--- config.mk ---
export PLATFORM = sky130hd
export DESIGN_NAME = fpu_param
export DESIGN_NICKNAME = d
export VERILOG_FILES = /design/src/rtl/fpu_param.sv
export SDC_FILE = /design/constraint.sdc
export NUM_CORES = 1
export LEC_CHECK = 0
export ABC_CLOCK_PERIOD_IN_PS = 9600
export CORE_MARGIN = 5
export CORE_UTILIZATION = 67
export DETAILED_ROUTE_END_ITERATION = 16
export DONT_BUFFER_PORTS = 1
export PLACE_DENSITY_LB_ADDON = 0.15
export SYNTH_ARGS = -nofsm -noshare
export SYNTH_HDL_FRONTEND = slang
export SYNTH_SLANG_ARGS = --single-unit
--- constraint.sdc ---
create_clock -name clock100KHz -period 9.6 [get_ports clock100KHz]
set_input_delay 0.96 -clock clock100KHz [delete_from_list [all_inputs] [get_ports clock100KHz]]
set_output_delay 0.96 -clock clock100KHz [all_outputs]
set_load 0.1 [all_outputs]
--- src/rtl/fpu_param.sv ---
// Multi-cycle parameterised floating-point add/subtract unit with no denormals or inf/NaN encodings.
// Pipeline of FSM states ALIGN, ADD, NORM, ROUND; one-hot status and a done pulse accompany each result.
module fpu_param #(
  parameter int EXP_W = 5,
  parameter int MAN_W = 26
) (
  input  logic                   clock100KHz,
  input  logic                   reset,
  input  logic                   start,
  input  logic                   op_sel,
  input  logic [EXP_W+MAN_W:0]   op_a_in,
  input  logic [EXP_W+MAN_W:0]   op_b_in,
  output logic [EXP_W+MAN_W:0]   data_out,
  output logic [3:0]             status_out,
  output logic                   busy,
  output logic                   done
);

  localparam int W  = 1 + EXP_W + MAN_W;
  localparam int X  = MAN_W + 4;
  localparam int EW = EXP_W + 2;
  localparam logic signed [EW-1:0] EXP_ONE = EW'(1);
  localparam logic signed [EW-1:0] EXP_MAX = EW'((1 << EXP_W) - 1);
  localparam logic [3:0] ST_EXACT     = 4'b0001;
  localparam logic [3:0] ST_INEXACT   = 4'b0010;
  localparam logic [3:0] ST_OVERFLOW  = 4'b0100;
  localparam logic [3:0] ST_UNDERFLOW = 4'b1000;

  typedef enum logic [2:0] {IDLE, ALIGN, ADD, NORM, ROUND} state_e;

  // Extended mantissa layout: {hidden, stored mantissa, guard, round, sticky}.
  function automatic logic [X-1:0] ext_man(input logic [W-1:0] word, input logic is_zero);
    logic [X-1:0] res;
    if (is_zero) begin
      res = {X{1'b0}};
    end else begin
      res = {1'b1, word[MAN_W-1:0], 3'b000};
    end
    return res;
  endfunction

  function automatic logic [X-1:0] shr_sticky(input logic [X-1:0] m, input logic [EXP_W-1:0] d);
    logic [X-1:0] mask;
    logic [X-1:0] res;
    mask = ~({X{1'b1}} << d);
    if (int'(d) >= MAN_W + 3) begin
      res = {{(X-1){1'b0}}, |m};
    end else begin
      res    = m >> d;
      res[0] = res[0] | (|(m & mask));
    end
    return res;
  endfunction

  state_e               state_q;
  logic [W-1:0]         a_q, b_q, data_q;
  logic                 op_q, sign_q, eff_sub_q, busy_q, done_q;
  logic signed [EW-1:0] exp_q;
  logic [X-1:0]         big_q, small_q, m_q;
  logic [3:0]           status_q;

  logic                 a_zero_s, b_zero_s, b_sign_s, a_ge_s, norm_pend_s;
  logic                 g_s, r_s, s_s, rnd_up_s;
  logic [W-2:0]         a_mag_s, b_mag_s;
  logic [EXP_W-1:0]     big_exp_s, sml_exp_s;
  logic [X-1:0]         sml_m_s;
  logic [X:0]           sum_s;
  logic [MAN_W+1:0]     man_sum_s;
  logic signed [EW-1:0] exp_rnd_s;
  logic                 sign_d, eff_sub_d;
  logic signed [EW-1:0] exp_align_d, exp_add_d;
  logic [X-1:0]         big_d, small_d, m_add_d;
  logic [W-1:0]         data_d;
  logic [3:0]           status_d;

  // Next-state datapath values for every FSM stage.
  always_comb begin
    a_zero_s = (a_q[W-2:MAN_W] == {EXP_W{1'b0}});
    b_zero_s = (b_q[W-2:MAN_W] == {EXP_W{1'b0}});
    a_mag_s  = a_zero_s ? {(W-1){1'b0}} : a_q[W-2:0];
    b_mag_s  = b_zero_s ? {(W-1){1'b0}} : b_q[W-2:0];
    b_sign_s = b_q[W-1] ^ op_q;
    a_ge_s   = (a_mag_s >= b_mag_s);
    if (a_ge_s) begin
      sign_d    = a_q[W-1];
      big_exp_s = a_q[W-2:MAN_W];
      sml_exp_s = b_q[W-2:MAN_W];
      big_d     = ext_man(a_q, a_zero_s);
      sml_m_s   = ext_man(b_q, b_zero_s);
    end else begin
      sign_d    = b_sign_s;
      big_exp_s = b_q[W-2:MAN_W];
      sml_exp_s = a_q[W-2:MAN_W];
      big_d     = ext_man(b_q, b_zero_s);
      sml_m_s   = ext_man(a_q, a_zero_s);
    end
    small_d     = shr_sticky(sml_m_s, big_exp_s - sml_exp_s);
    eff_sub_d   = a_q[W-1] ^ b_sign_s;
    exp_align_d = signed'({2'b00, big_exp_s});

    if (eff_sub_q) begin
      sum_s = {1'b0, big_q} - {1'b0, small_q};
    end else begin
      sum_s = {1'b0, big_q} + {1'b0, small_q};
    end
    // A carry folds the shifted-out bit into sticky so rounding still sees it.
    if (sum_s[X]) begin
      m_add_d   = {sum_s[X:2], sum_s[1] | sum_s[0]};
      exp_add_d = exp_q + EXP_ONE;
    end else begin
      m_add_d   = sum_s[X-1:0];
      exp_add_d = exp_q;
    end

    norm_pend_s = (m_q != {X{1'b0}}) && !m_q[X-1];

    g_s       = m_q[2];
    r_s       = m_q[1];
    s_s       = m_q[0];
    rnd_up_s  = g_s & (r_s | s_s | m_q[3]);
    man_sum_s = {1'b0, m_q[X-1:3]} + {{(MAN_W+1){1'b0}}, rnd_up_s};
    if (man_sum_s[MAN_W+1]) begin
      exp_rnd_s = exp_q + EXP_ONE;
    end else begin
      exp_rnd_s = exp_q;
    end

    if (m_q == {X{1'b0}}) begin
      data_d   = {W{1'b0}};
      status_d = ST_EXACT;
    end else if (exp_rnd_s > EXP_MAX) begin
      data_d   = {sign_q, {(W-1){1'b1}}};
      status_d = ST_OVERFLOW;
    end else if (exp_rnd_s < EXP_ONE) begin
      data_d   = {sign_q, {(W-1){1'b0}}};
      status_d = ST_UNDERFLOW;
    end else if (man_sum_s[MAN_W+1]) begin
      data_d   = {sign_q, exp_rnd_s[EXP_W-1:0], man_sum_s[MAN_W:1]};
      status_d = (g_s | r_s | s_s) ? ST_INEXACT : ST_EXACT;
    end else begin
      data_d   = {sign_q, exp_rnd_s[EXP_W-1:0], man_sum_s[MAN_W-1:0]};
      status_d = (g_s | r_s | s_s) ? ST_INEXACT : ST_EXACT;
    end
  end

  // Control FSM together with all datapath and output registers.
  always_ff @(posedge clock100KHz or negedge reset) begin
    if (!reset) begin
      state_q   <= IDLE;
      a_q       <= {W{1'b0}};
      b_q       <= {W{1'b0}};
      op_q      <= 1'b0;
      sign_q    <= 1'b0;
      eff_sub_q <= 1'b0;
      exp_q     <= {EW{1'b0}};
      big_q     <= {X{1'b0}};
      small_q   <= {X{1'b0}};
      m_q       <= {X{1'b0}};
      data_q    <= {W{1'b0}};
      status_q  <= 4'b0000;
      busy_q    <= 1'b0;
      done_q    <= 1'b0;
    end else begin
      done_q <= 1'b0;
      case (state_q)
        IDLE: begin
          if (start) begin
            a_q     <= op_a_in;
            b_q     <= op_b_in;
            op_q    <= op_sel;
            busy_q  <= 1'b1;
            state_q <= ALIGN;
          end
        end
        ALIGN: begin
          sign_q    <= sign_d;
          eff_sub_q <= eff_sub_d;
          exp_q     <= exp_align_d;
          big_q     <= big_d;
          small_q   <= small_d;
          state_q   <= ADD;
        end
        ADD: begin
          m_q     <= m_add_d;
          exp_q   <= exp_add_d;
          state_q <= NORM;
        end
        NORM: begin
          if (norm_pend_s) begin
            m_q   <= {m_q[X-2:0], 1'b0};
            exp_q <= exp_q - EXP_ONE;
          end else begin
            state_q <= ROUND;
          end
        end
        ROUND: begin
          data_q   <= data_d;
          status_q <= status_d;
          done_q   <= 1'b1;
          busy_q   <= 1'b0;
          state_q  <= IDLE;
        end
        default: begin
          busy_q  <= 1'b0;
          state_q <= IDLE;
        end
      endcase
    end
  end

  assign data_out   = data_q;
  assign status_out = status_q;
  assign busy       = busy_q;
  assign done       = done_q;

endmodule

==> impl_metrics.xml, run 1 <==
<?xml version="1.0" encoding="UTF-8"?>
<metrics>
  <group name="timing">
    <metric name="unrepaired_setup_endpoints_after_global_routing" unit="">false</metric>
    <metric name="max_slew.worst_pin.slew" unit="ns">1.29</metric>
    <metric name="setup_violations" unit="">0</metric>
    <metric name="maxClockFrequency" unit="GHz">0.127</metric>
    <metric name="final-hold-violation-count" unit="">0</metric>
    <metric name="max_slew_margin" unit="%">13.9</metric>
    <metric name="drv_slew" unit="">0</metric>
    <metric name="fin_setup_tns" unit="ns">0</metric>
    <metric name="final_period_minus_worst_setup_slack" unit="ns">7.88</metric>
    <metric name="fin_worst_skew" unit="ns">0.0153</metric>
    <metric name="finalCritPeriodShare" unit="%">82.0</metric>
  </group>
  <group name="logic_synthesis">
    <metric name="synth_nets" unit="">1958</metric>
    <metric name="synthArstFlopShare" unit="%">100</metric>
    <metric name="synth.cell_area" unit="mm^2">0.0153</metric>
    <metric name="yosys_register_bits" unit="">202</metric>
    <metric name="synth.yosys.warnings" unit="">0</metric>
    <metric name="synth-edff-count" unit="">0</metric>
    <metric name="ys_seq_area_share" unit="%">32.9</metric>
    <metric name="post_synth_num_cell_types" unit="">97</metric>
    <metric name="synthDominantAreaCellType" unit="">dfrtp_1</metric>
    <metric name="synth_flop_type" unit="">dfrtp_1</metric>
    <metric name="post_synth.cell_area_avg" unit="um^2">8.40</metric>
    <metric name="count_leader_synth" unit="">nand2_1</metric>
    <metric name="netlist.area_leader.share" unit="%">32.9</metric>
    <metric name="dominant_cells_by_area_after_synthesis" unit="">dfrtp_1 (33%), nand2_1 (5.4%), a21oi_1 (5.3%), ha_1 (5.1%), mux2_2 (5.1%)</metric>
    <metric name="syn_inst" unit="">1827</metric>
    <metric name="synth_top_cells_by_count" unit="">nand2_1 (219), dfrtp_1 (202), nor2_1 (164), a21oi_1 (162), o21ai_0 (154)</metric>
  </group>
  <group name="clock_network">
    <metric name="cts-root-to-sink-buffers" unit="">3</metric>
    <metric name="cts.repair_timing.setup_buffer_count" unit="">0</metric>
    <metric name="cts_max_level" unit="">1</metric>
    <metric name="tritoncts_num_sinks" unit="">202</metric>
    <metric name="ctsHoldBuffers" unit="">0</metric>
    <metric name="clkSlewWorstSetupHoldPaths" unit="ns">0.07</metric>
    <metric name="tritoncts" unit="">yes</metric>
    <metric name="clock_insertion_delay_worst_skew" unit="ns">0.53</metric>
    <metric name="clock_root_buffer" unit="">clkbuf_16</metric>
    <metric name="cts_resized" unit="">0</metric>
    <metric name="number_of_buffers_created_by_cts" unit="">23</metric>
  </group>
  <group name="floorplanning">
    <metric name="die_h" unit="um">161</metric>
    <metric name="fp.coreArea" unit="mm^2">0.0226</metric>
    <metric name="number_of_i_o_pins" unit="">106</metric>
    <metric name="fp-row-count" unit="">55</metric>
    <metric name="fp.dieArea" unit="mm^2">0.0260</metric>
    <metric name="initial_utilization" unit="%">68.0</metric>
    <metric name="dieWidth" unit="um">161</metric>
  </group>
  <group name="setup_path">
    <metric name="worst-path-max-fanout" unit="">55</metric>
    <metric name="critPathArrivalTime" unit="ns">8.33</metric>
    <metric name="cp.required" unit="ns">10.05</metric>
    <metric name="critical_path_class" unit="">reg2reg</metric>
    <metric name="timing.critical_path.to_type" unit="">flop</metric>
    <metric name="timing.critical_path.from" unit="">b_q[26]$_DFFE_PN0P_</metric>
    <metric name="startpoint_kind_of_the_worst_setup_timing_path" unit="">flop</metric>
    <metric name="worstReg2RegStart" unit="">b_q[26]$_DFFE_PN0P_</metric>
  </group>
  <group name="grt">
    <metric name="grt_pass1_vias" unit="">13100</metric>
    <metric name="largest_net_degree_at_the_start_of_global_routing" unit="">203</metric>
    <metric name="grt_antenna_before_repair" unit="">0</metric>
    <metric name="gr-total-overflow" unit="">0</metric>
    <metric name="grt_pass1_wl" unit="mm">71.8</metric>
    <metric name="grt.total_usage" unit="%">33.8</metric>
  </group>
  <group name="routing">
    <metric name="drt.antenna.violating_nets" unit="">0</metric>
    <metric name="first_pass_iters" unit="">6</metric>
    <metric name="routed_wirelength" unit="mm">44.6</metric>
    <metric name="drt_iter0_markers" unit="">1698</metric>
    <metric name="number_of_vias_in_the_routed_layout" unit="">13800</metric>
    <metric name="drt-wirelength-per-cell" unit="um">21.8</metric>
    <metric name="post_drt_via_cell_ratio" unit="">6.74</metric>
    <metric name="remaining_drc_errors" unit="">0</metric>
  </group>
  <group name="outcome">
    <metric name="result_of_the_run" unit="">finished clean</metric>
  </group>
  <group name="cells_and_area">
    <metric name="antennaDiodeCount" unit="">0</metric>
    <metric name="relative_area_change_from_synthesis_to_final_layout" unit="%">5.00</metric>
    <metric name="drive_gt1_share" unit="%">10.2</metric>
    <metric name="final_net_count" unit="">1874</metric>
  </group>
  <group name="job">
    <metric name="count_of_maximum_capacitance_violations" unit="">0</metric>
  </group>
  <group name="placed_design">
    <metric name="numPortBuffers" unit="">0</metric>
    <metric name="gpl.final_weighted_congestion" unit="">1.00</metric>
    <metric name="post-dp-hpwl" unit="mm">32.9</metric>
  </group>
  <group name="min_path">
    <metric name="min_path_type" unit="">in2async</metric>
  </group>
</metrics>
-- placed cells by master (no fill, tap or decap), drive strengths merged, types with 41 or more instances in the layout --
| cell type | instances |
|---|---|
| inv | 53 |
| mux2 | 70 |
| nor2 | 169 |
| nor3 | 55 |
| xnor2 | 66 |
| ha | 63 |
| nand2 | 220 |
| nand3 | 54 |
| dfrtp | 202 |
| o21ai | 179 |
| a21oi | 163 |
| mux2i | 41 |
-- per-stage QoR --
stage	setup slack [ns]	util, %	cells	hold slack [ns]	instance area, um^2
after floorplan	3.62	-	1827	0.444	15300
after global placement	2.18	67.6	2003	0.469	15300
after detailed placement	2.07	67.6	2003	0.477	15300
after CTS	1.92	71.4	2045	0.124	16100
after global routing	1.23	71.4	2045	0.114	16100
final	1.72	71.4	2045	0.130	16100
-- layout make-up --
class	instances	area, um^2
tap	285	357
sequential	202	5050
fill	1764	6460
clock inverter	14	200
inverter	50	188
multi-input combinational	1454	9580
clock buffer	28	644
timing repair buffer	12	90.1
-- routing by layer --
layer  track usage [%]  share of wire, %  up-vias  wire length, um
met5                 0                 0        -                0
met4              13.0               4.6        0             2070
met3              5.15               7.7      116             3440
met2              54.1                46      655            20500
met1              46.8                42     6581            18600
li1                  -                 -     6438                -
-- worst max-delay path: stages (launching register included) --
cell and delay (ns):
dfrtp_1 0.52, nor3_1 0.36, nand3_2 0.70, nand2_1 0.50, ha_1 0.33, and4_1 0.24, nor3b_1 0.15, a31o_2 0.27
o21a_1 0.46, nor2_8 0.83, a22oi_1 0.17, ha_1 0.81, clkinv_1 0.89, nand2_1 0.53, a311oi_1 0.15, a311oi_1 0.31
nor4_1 0.11, a22oi_1 0.19, o31ai_1 0.12, a21oi_1 0.13
-- registers in the layout, summed over array words and instances, names as in the netlist --
| name | flops |
|---|---|
| a_q | 32 |
| op_q | 1 |
| busy | 1 |
| status_out | 4 |
| eff_sub_q | 1 |
| data_out | 32 |
| small_q | 30 |
| state_q | 3 |
| exp_q | 7 |
| m_q | 30 |
| b_q | 32 |
| done | 1 |
| sign_q | 1 |
| big_q | 27 |
-- path summary, 6_finish.rpt --
kind | to | slack, ns | cells past startpoint
hold reg to reg | big_q[15]$_DFFE_PN0P_ | 0.48 | 2
setup / recovery | small_q[0]$_DFFE_PN0P_ | 1.72 | 19
max in group asynchronous | big_q[6]$_DFFE_PN0P_ | 9.09 | 0
min in group clock100KHz | big_q[15]$_DFFE_PN0P_ | 0.48 | 2
setup reg to reg | small_q[0]$_DFFE_PN0P_ | 1.72 | 19
hold / removal | data_out[3]$_DFFE_PN0P_ | 0.13 | 0
-- kinds of logic after synthesis --
kind of cell    synth area share, %
simple gates                   19.7
xor+xnor                       5.41
flops                          32.9
buf+inv                        4.93
fa+ha+maj                      5.14
compound gates                 21.5
mux                            10.4
Power of run 1 is left out: the tool's default activity adds up to more than one toggle a clock period on the data nets, which glitch-free logic cannot reach.
==> inputs of run 2 (changes only) <==
- ABC_CLOCK_PERIOD_IN_PS: 9600 -> 7500
- CORE_UTILIZATION: 67 -> 66
- clock period: 9.6 -> 7.5 ns (I/O delays scaled with it)
==> impl_metrics.xml, run 2 (same netlist as run 1, synthesis figures left out) <==
<?xml version="1.0" encoding="UTF-8"?>
<metrics>
  <group name="setup_path">
    <metric name="crit_chain" unit="">nor2_1 -&gt; nand2_1 -&gt; nand2_1 -&gt; inv_1 -&gt; ha_1 -&gt; a21oi_1 -&gt; o21ai_0 -&gt; a22oi_1 -&gt; nand2_1 -&gt; nor2_8 -&gt; nor2_1 -&gt; a22oi_1 -&gt; ha_1 -&gt; or3_1 -&gt; a22oi_1 -&gt; a31o_2 -&gt; or3_1 -&gt; nor3_1 -&gt; mux2_2 -&gt; a21oi_1 -&gt; o21ai_0</metric>
    <metric name="crit_family" unit="">simple AND/OR/NAND/NOR gates</metric>
    <metric name="critPathArrivalTime" unit="ns">6.92</metric>
    <metric name="critical-path-max-stage-delay" unit="ns">0.86</metric>
    <metric name="worst-path-max-fanout" unit="">35</metric>
    <metric name="startpoint_kind_of_the_worst_setup_timing_path" unit="">flop</metric>
    <metric name="cp.required" unit="ns">7.96</metric>
    <metric name="crit_buf_inv" unit="">1</metric>
    <metric name="critical_path_class" unit="">reg2reg</metric>
    <metric name="cell_at_the_slowest_stage_of_the_critical_path" unit="">nand2_1</metric>
    <metric name="timing.critical_path.to_type" unit="">flop</metric>
  </group>
  <group name="timing">
    <metric name="final.hold.worst_slack" unit="ns">0.303</metric>
    <metric name="max_slew.worst_pin.slew" unit="ns">1.16</metric>
    <metric name="final_period_minus_worst_setup_slack" unit="ns">6.46</metric>
    <metric name="finalCritPeriodShare" unit="%">86.1</metric>
    <metric name="fin_setup_tns" unit="ns">0</metric>
    <metric name="unrepaired_setup_endpoints_after_global_routing" unit="">false</metric>
    <metric name="maxClockFrequency" unit="GHz">0.155</metric>
    <metric name="setup_violations" unit="">0</metric>
    <metric name="max_slew_margin" unit="%">22.6</metric>
    <metric name="drv_slew" unit="">0</metric>
    <metric name="fin_worst_skew" unit="ns">0.0162</metric>
    <metric name="final-hold-violation-count" unit="">0</metric>
  </group>
  <group name="floorplanning">
    <metric name="initial_utilization" unit="%">67.4</metric>
    <metric name="fp.dieArea" unit="mm^2">0.0264</metric>
    <metric name="number_of_i_o_pins" unit="">106</metric>
    <metric name="fp-row-count" unit="">55</metric>
    <metric name="die_h" unit="um">162</metric>
    <metric name="dieWidth" unit="um">162</metric>
    <metric name="fp.coreArea" unit="mm^2">0.0228</metric>
  </group>
  <group name="clock_network">
    <metric name="cts_max_level" unit="">1</metric>
    <metric name="number_of_buffers_created_by_cts" unit="">23</metric>
    <metric name="clkSlewWorstSetupHoldPaths" unit="ns">0.07</metric>
    <metric name="ctsHoldBuffers" unit="">1</metric>
    <metric name="tritoncts_num_sinks" unit="">202</metric>
    <metric name="cts.repair_timing.setup_buffer_count" unit="">0</metric>
    <metric name="cts_resized" unit="">0</metric>
    <metric name="clock_insertion_delay_worst_skew" unit="ns">0.54</metric>
    <metric name="tritoncts" unit="">yes</metric>
    <metric name="clock_root_buffer" unit="">clkbuf_16</metric>
    <metric name="cts-root-to-sink-buffers" unit="">3</metric>
  </group>
  <group name="cells_and_area">
    <metric name="final_net_count" unit="">1885</metric>
    <metric name="antennaDiodeCount" unit="">0</metric>
    <metric name="layout.cell_area.non_filler" unit="mm^2">0.0162</metric>
    <metric name="drive_gt1_share" unit="%">10.6</metric>
    <metric name="relative_area_change_from_synthesis_to_final_layout" unit="%">5.70</metric>
    <metric name="finalNonFillerCells" unit="">2084</metric>
    <metric name="mostFrequentLayoutCell" unit="">nand2_1</metric>
    <metric name="layout_common_cells" unit="">nand2_1 (219), dfrtp_1 (202), nor2_1 (164)</metric>
  </group>
  <group name="routing">
    <metric name="remaining_drc_errors" unit="">0</metric>
    <metric name="number_of_vias_in_the_routed_layout" unit="">13800</metric>
    <metric name="drt_iter0_markers" unit="">1578</metric>
    <metric name="routed_wirelength" unit="mm">45.4</metric>
    <metric name="drt.antenna.violating_nets" unit="">0</metric>
    <metric name="first_pass_iters" unit="">5</metric>
    <metric name="post_drt_via_cell_ratio" unit="">6.64</metric>
    <metric name="drt-wirelength-per-cell" unit="um">21.8</metric>
  </group>
  <group name="grt">
    <metric name="busiest_layer" unit="">met2</metric>
    <metric name="globalRouteMet1Util" unit="%">48.0</metric>
    <metric name="grt.total_usage" unit="%">34.3</metric>
    <metric name="grt_pass1_vias" unit="">13100</metric>
    <metric name="groute.layer.met3.usage" unit="%">6.43</metric>
    <metric name="grt_antenna_before_repair" unit="">0</metric>
    <metric name="gr-total-overflow" unit="">0</metric>
    <metric name="largest_net_degree_at_the_start_of_global_routing" unit="">203</metric>
    <metric name="grt_pass1_wl" unit="mm">73.2</metric>
    <metric name="global_route.usage.met2" unit="%">54.4</metric>
  </group>
  <group name="placed_design">
    <metric name="detailed_place.area" unit="mm^2">0.0154</metric>
    <metric name="numPortBuffers" unit="">0</metric>
    <metric name="post-dp-hpwl" unit="mm">33.7</metric>
    <metric name="gpl.final_weighted_congestion" unit="">0.965</metric>
    <metric name="dp_cells" unit="">2041</metric>
  </group>
  <group name="job">
    <metric name="count_of_maximum_capacitance_violations" unit="">0</metric>
  </group>
  <group name="min_path">
    <metric name="min_path_type" unit="">in2async</metric>
  </group>
  <group name="outcome">
    <metric name="result_of_the_run" unit="">finished clean</metric>
  </group>
</metrics>
-- run 2: cell count changes in the layout (fill, tap and decap cells not counted) --
cell / previous run / this run
bufinv_16: 4 / 3
inv_6: 2 / 1
inv_16: 0 / 1
inv_8: 2 / 0
buf_16: 0 / 1
buf_4: 12 / 22
clkbuf_1: 0 / 3
-- run 2: layer usage --
layer,vias to the layer above,share of wire [%]
li1,6465,-
met4,0,3.7
met3,89,7.3
met5,-,0
met1,6697,43
met2,590,46
-- run 2: final cells by class --
type / instances / area (um^2)
clock buffers: 31 / 656
repair buffers: 23 / 193
inverters: 50 / 188
fillers: 1904 / 6560
well taps: 313 / 392
flip-flops and latches: 202 / 5050
clock inverters: 11 / 159
multi-input cells: 1454 / 9580
-- run 2: final timing paths --
kind | depth (start not counted) | from | slack (ns) | to
hold / removal | 1 | reset | 0.30 | m_q[19]$_DFFE_PN0P_
max in group asynchronous | 1 | reset | 6.44 | b_q[1]$_DFFE_PN0P_
setup / recovery | 21 | a_q[26]$_DFFE_PN0P_ | 1.04 | small_q[12]$_DFFE_PN0P_
min in group clock100KHz | 2 | op_b_in[30] | 0.34 | b_q[30]$_DFFE_PN0P_
setup reg to reg | 21 | a_q[26]$_DFFE_PN0P_ | 1.04 | small_q[12]$_DFFE_PN0P_
hold reg to reg | 2 | sign_q$_DFFE_PN0P_ | 0.49 | sign_q$_DFFE_PN0P_
-- run 2: through the flow --
stage               utilization [%]  setup WS [ns]
detailed placement             67.5           1.26
CTS                            71.2           1.24
global route                   71.2          0.546
global placement               67.5           1.27
finish                         71.2           1.04
floorplan                         -           1.52
Power of run 2 is left out for the same reason.
==> inputs of run 3 (changes only) <==
- ABC_CLOCK_PERIOD_IN_PS: 7500 -> 5700
- CORE_UTILIZATION: 66 -> 59
- CTS_CLUSTER_DIAMETER: unset -> 50
- clock period: 7.5 -> 5.7 ns (I/O delays scaled with it)
==> impl_metrics.xml, run 3 (same netlist as run 1, synthesis figures left out) <==
<?xml version="1.0" encoding="UTF-8"?>
<metrics>
  <group name="outcome">
    <metric name="result_of_the_run" unit="">finished clean</metric>
  </group>
  <group name="floorplanning">
    <metric name="fp-row-count" unit="">59</metric>
    <metric name="fp.coreArea" unit="mm^2">0.0258</metric>
    <metric name="fp.dieArea" unit="mm^2">0.0293</metric>
    <metric name="initial_utilization" unit="%">59.4</metric>
    <metric name="die_h" unit="um">171</metric>
    <metric name="number_of_i_o_pins" unit="">106</metric>
    <metric name="dieWidth" unit="um">171</metric>
  </group>
  <group name="grt">
    <metric name="grt.total_usage" unit="%">30.3</metric>
    <metric name="grt_pass1_vias" unit="">13100</metric>
    <metric name="largest_net_degree_at_the_start_of_global_routing" unit="">203</metric>
    <metric name="grt_antenna_before_repair" unit="">0</metric>
    <metric name="gr-total-overflow" unit="">0</metric>
    <metric name="grt_pass1_wl" unit="mm">71.5</metric>
  </group>
  <group name="clock_network">
    <metric name="cts_max_level" unit="">1</metric>
    <metric name="clock_root_buffer" unit="">clkbuf_16</metric>
    <metric name="clock_insertion_delay_worst_skew" unit="ns">0.55</metric>
    <metric name="tritoncts_num_sinks" unit="">202</metric>
    <metric name="clkSlewWorstSetupHoldPaths" unit="ns">0.06</metric>
    <metric name="cts-root-to-sink-buffers" unit="">3</metric>
    <metric name="tritoncts" unit="">yes</metric>
    <metric name="number_of_buffers_created_by_cts" unit="">27</metric>
  </group>
  <group name="routing">
    <metric name="remaining_drc_errors" unit="">0</metric>
    <metric name="first_pass_iters" unit="">6</metric>
    <metric name="drt.antenna.violating_nets" unit="">0</metric>
    <metric name="number_of_vias_in_the_routed_layout" unit="">13900</metric>
    <metric name="drt-wirelength-per-cell" unit="um">20.9</metric>
    <metric name="routed_wirelength" unit="mm">44.8</metric>
    <metric name="drt_iter0_markers" unit="">1792</metric>
    <metric name="post_drt_via_cell_ratio" unit="">6.50</metric>
  </group>
  <group name="cells_and_area">
    <metric name="n_fill_cell" unit="">2207</metric>
    <metric name="layout_common_cells" unit="">nand2_1 (219), dfrtp_1 (202), nor2_1 (164)</metric>
    <metric name="final_net_count" unit="">1916</metric>
    <metric name="mostFrequentLayoutCell" unit="">nand2_1</metric>
    <metric name="relative_area_change_from_synthesis_to_final_layout" unit="%">7.69</metric>
    <metric name="drive_gt1_share" unit="%">12.2</metric>
    <metric name="antennaDiodeCount" unit="">0</metric>
  </group>
  <group name="timing">
    <metric name="drv_slew" unit="">0</metric>
    <metric name="unrepaired_setup_endpoints_after_global_routing" unit="">false</metric>
    <metric name="max_slew.worst_pin.slew" unit="ns">1.10</metric>
    <metric name="setup_violations" unit="">0</metric>
    <metric name="final_period_minus_worst_setup_slack" unit="ns">5.34</metric>
    <metric name="maxClockFrequency" unit="GHz">0.187</metric>
    <metric name="fin_setup_tns" unit="ns">0</metric>
    <metric name="final-hold-violation-count" unit="">0</metric>
    <metric name="fin_worst_skew" unit="ns">0.0235</metric>
    <metric name="finalCritPeriodShare" unit="%">93.7</metric>
    <metric name="max_slew_margin" unit="%">26.6</metric>
  </group>
  <group name="setup_path">
    <metric name="worst-path-max-fanout" unit="">17</metric>
    <metric name="critical_path_class" unit="">reg2reg</metric>
    <metric name="startpoint_kind_of_the_worst_setup_timing_path" unit="">flop</metric>
    <metric name="critical-path-max-stage-delay" unit="ns">0.58</metric>
    <metric name="cp_common_cell" unit="">a21oi_1</metric>
    <metric name="crit_chain" unit="">nor3_1 -&gt; nand3_2 -&gt; buf_4 -&gt; nand2_1 -&gt; ha_1 -&gt; a21oi_1 -&gt; a21oi_1 -&gt; o31a_1 -&gt; o21a_1 -&gt; nor2_8 -&gt; nor2_1 -&gt; a22oi_1 -&gt; ha_1 -&gt; or3_1 -&gt; a22oi_1 -&gt; a31o_2 -&gt; or3_1 -&gt; buf_4 -&gt; o21ai_0 -&gt; o2111ai_1 -&gt; o31ai_1 -&gt; a21oi_1</metric>
    <metric name="cp.required" unit="ns">6.10</metric>
    <metric name="cell_at_the_slowest_stage_of_the_critical_path" unit="">or3_1</metric>
    <metric name="timing.critical_path.to_type" unit="">flop</metric>
    <metric name="critPathArrivalTime" unit="ns">5.75</metric>
  </group>
  <group name="job">
    <metric name="count_of_maximum_capacitance_violations" unit="">0</metric>
  </group>
  <group name="min_path">
    <metric name="min_path_type" unit="">in2async</metric>
  </group>
  <group name="placed_design">
    <metric name="post-dp-hpwl" unit="mm">34.0</metric>
    <metric name="gpl.final_weighted_congestion" unit="">1.01</metric>
    <metric name="numPortBuffers" unit="">0</metric>
  </group>
</metrics>
-- run 3: changes by cell type in the layout (fill, tap and decap cells not counted), moves of 2 or more --
cell / previous run / this run
buf_4: 22 / 48
clkbuf_16: 23 / 27
clkbuf_8: 5 / 1
clkinv_4: 0 / 3
inv_6: 1 / 3
inv_8: 0 / 2
-- run 3: final cells by class --
cell class | instances | area, um^2 | share of cell area [%]
multi-input combinational | 1454 | 9580 | 58.0
sequential | 202 | 5050 | 30.6
clock buffer | 32 | 704 | 4.26
tap | 335 | 419 | 2.54
timing repair buffer | 50 | 408 | 2.47
inverter | 50 | 188 | 1.14
clock inverter | 15 | 170 | 1.03
-- run 3: worst max-delay path: cells and delay by family, from the launching register on --
family,cells,cell delay (ns)
AO/OA/AOI/OAI,11,2.20
flip-flops,1,0.41
AND/OR/NAND/NOR,7,1.53
adder cells (fa/ha/maj),2,0.55
buffers and inverters,2,0.49
-- run 3: per-layer routing --
metal	global-route usage, %	part of all wire (%)	up-vias
met3	4.99	7.9	125
met1	40.9	42	6539
met5	0	0	-
met2	48.0	45	687
met4	13.8	5.1	0
li1	-	-	6538
-- run 3: worst paths after layout --
kind	start	end	slack, ns	cells past startpoint
min in group clock100KHz	op_b_in[30]	b_q[30]$_DFFE_PN0P_	0.15	2
worst min-delay path	reset	data_out[12]$_DFFE_PN0P_	0.05	1
worst min register to register	big_q[25]$_DFFE_PN0P_	big_q[25]$_DFFE_PN0P_	0.48	2
worst max register to register	b_q[28]$_DFFE_PN0P_	small_q[0]$_DFFE_PN0P_	0.36	22
max in group asynchronous	reset	b_q[21]$_DFFE_PN0P_	4.83	1
worst max-delay path	b_q[28]$_DFFE_PN0P_	small_q[0]$_DFFE_PN0P_	0.36	22
-- run 3: repair_timing --
item / in CTS / in global routing
hold buffers: 1 / 0
hold endpoints to repair: 202 / 0
buffers inserted: 0 / 1
resized for setup: 0 / 1
setup endpoints to repair: 0 / 26
-- run 3: per-stage QoR --
step | instance area [um^2] | setup slack [ns] | util (%) | hold slack (ns) | instances
2_1_floorplan | 15300 | 0.00323 | - | 0.274 | 1827
4_1_cts | 16500 | 0.311 | 63.9 | 0.136 | 2137
6_report | 16500 | 0.357 | 64.0 | 0.0526 | 2138
3_5_place_dp | 15600 | 0.334 | 60.4 | 0.279 | 2089
5_1_grt | 16500 | 0.000860 | 64.0 | 0.140 | 2138
3_3_place_gp | 15600 | 0.434 | 60.4 | 0.279 | 2089
Power of run 3 is left out for the same reason.
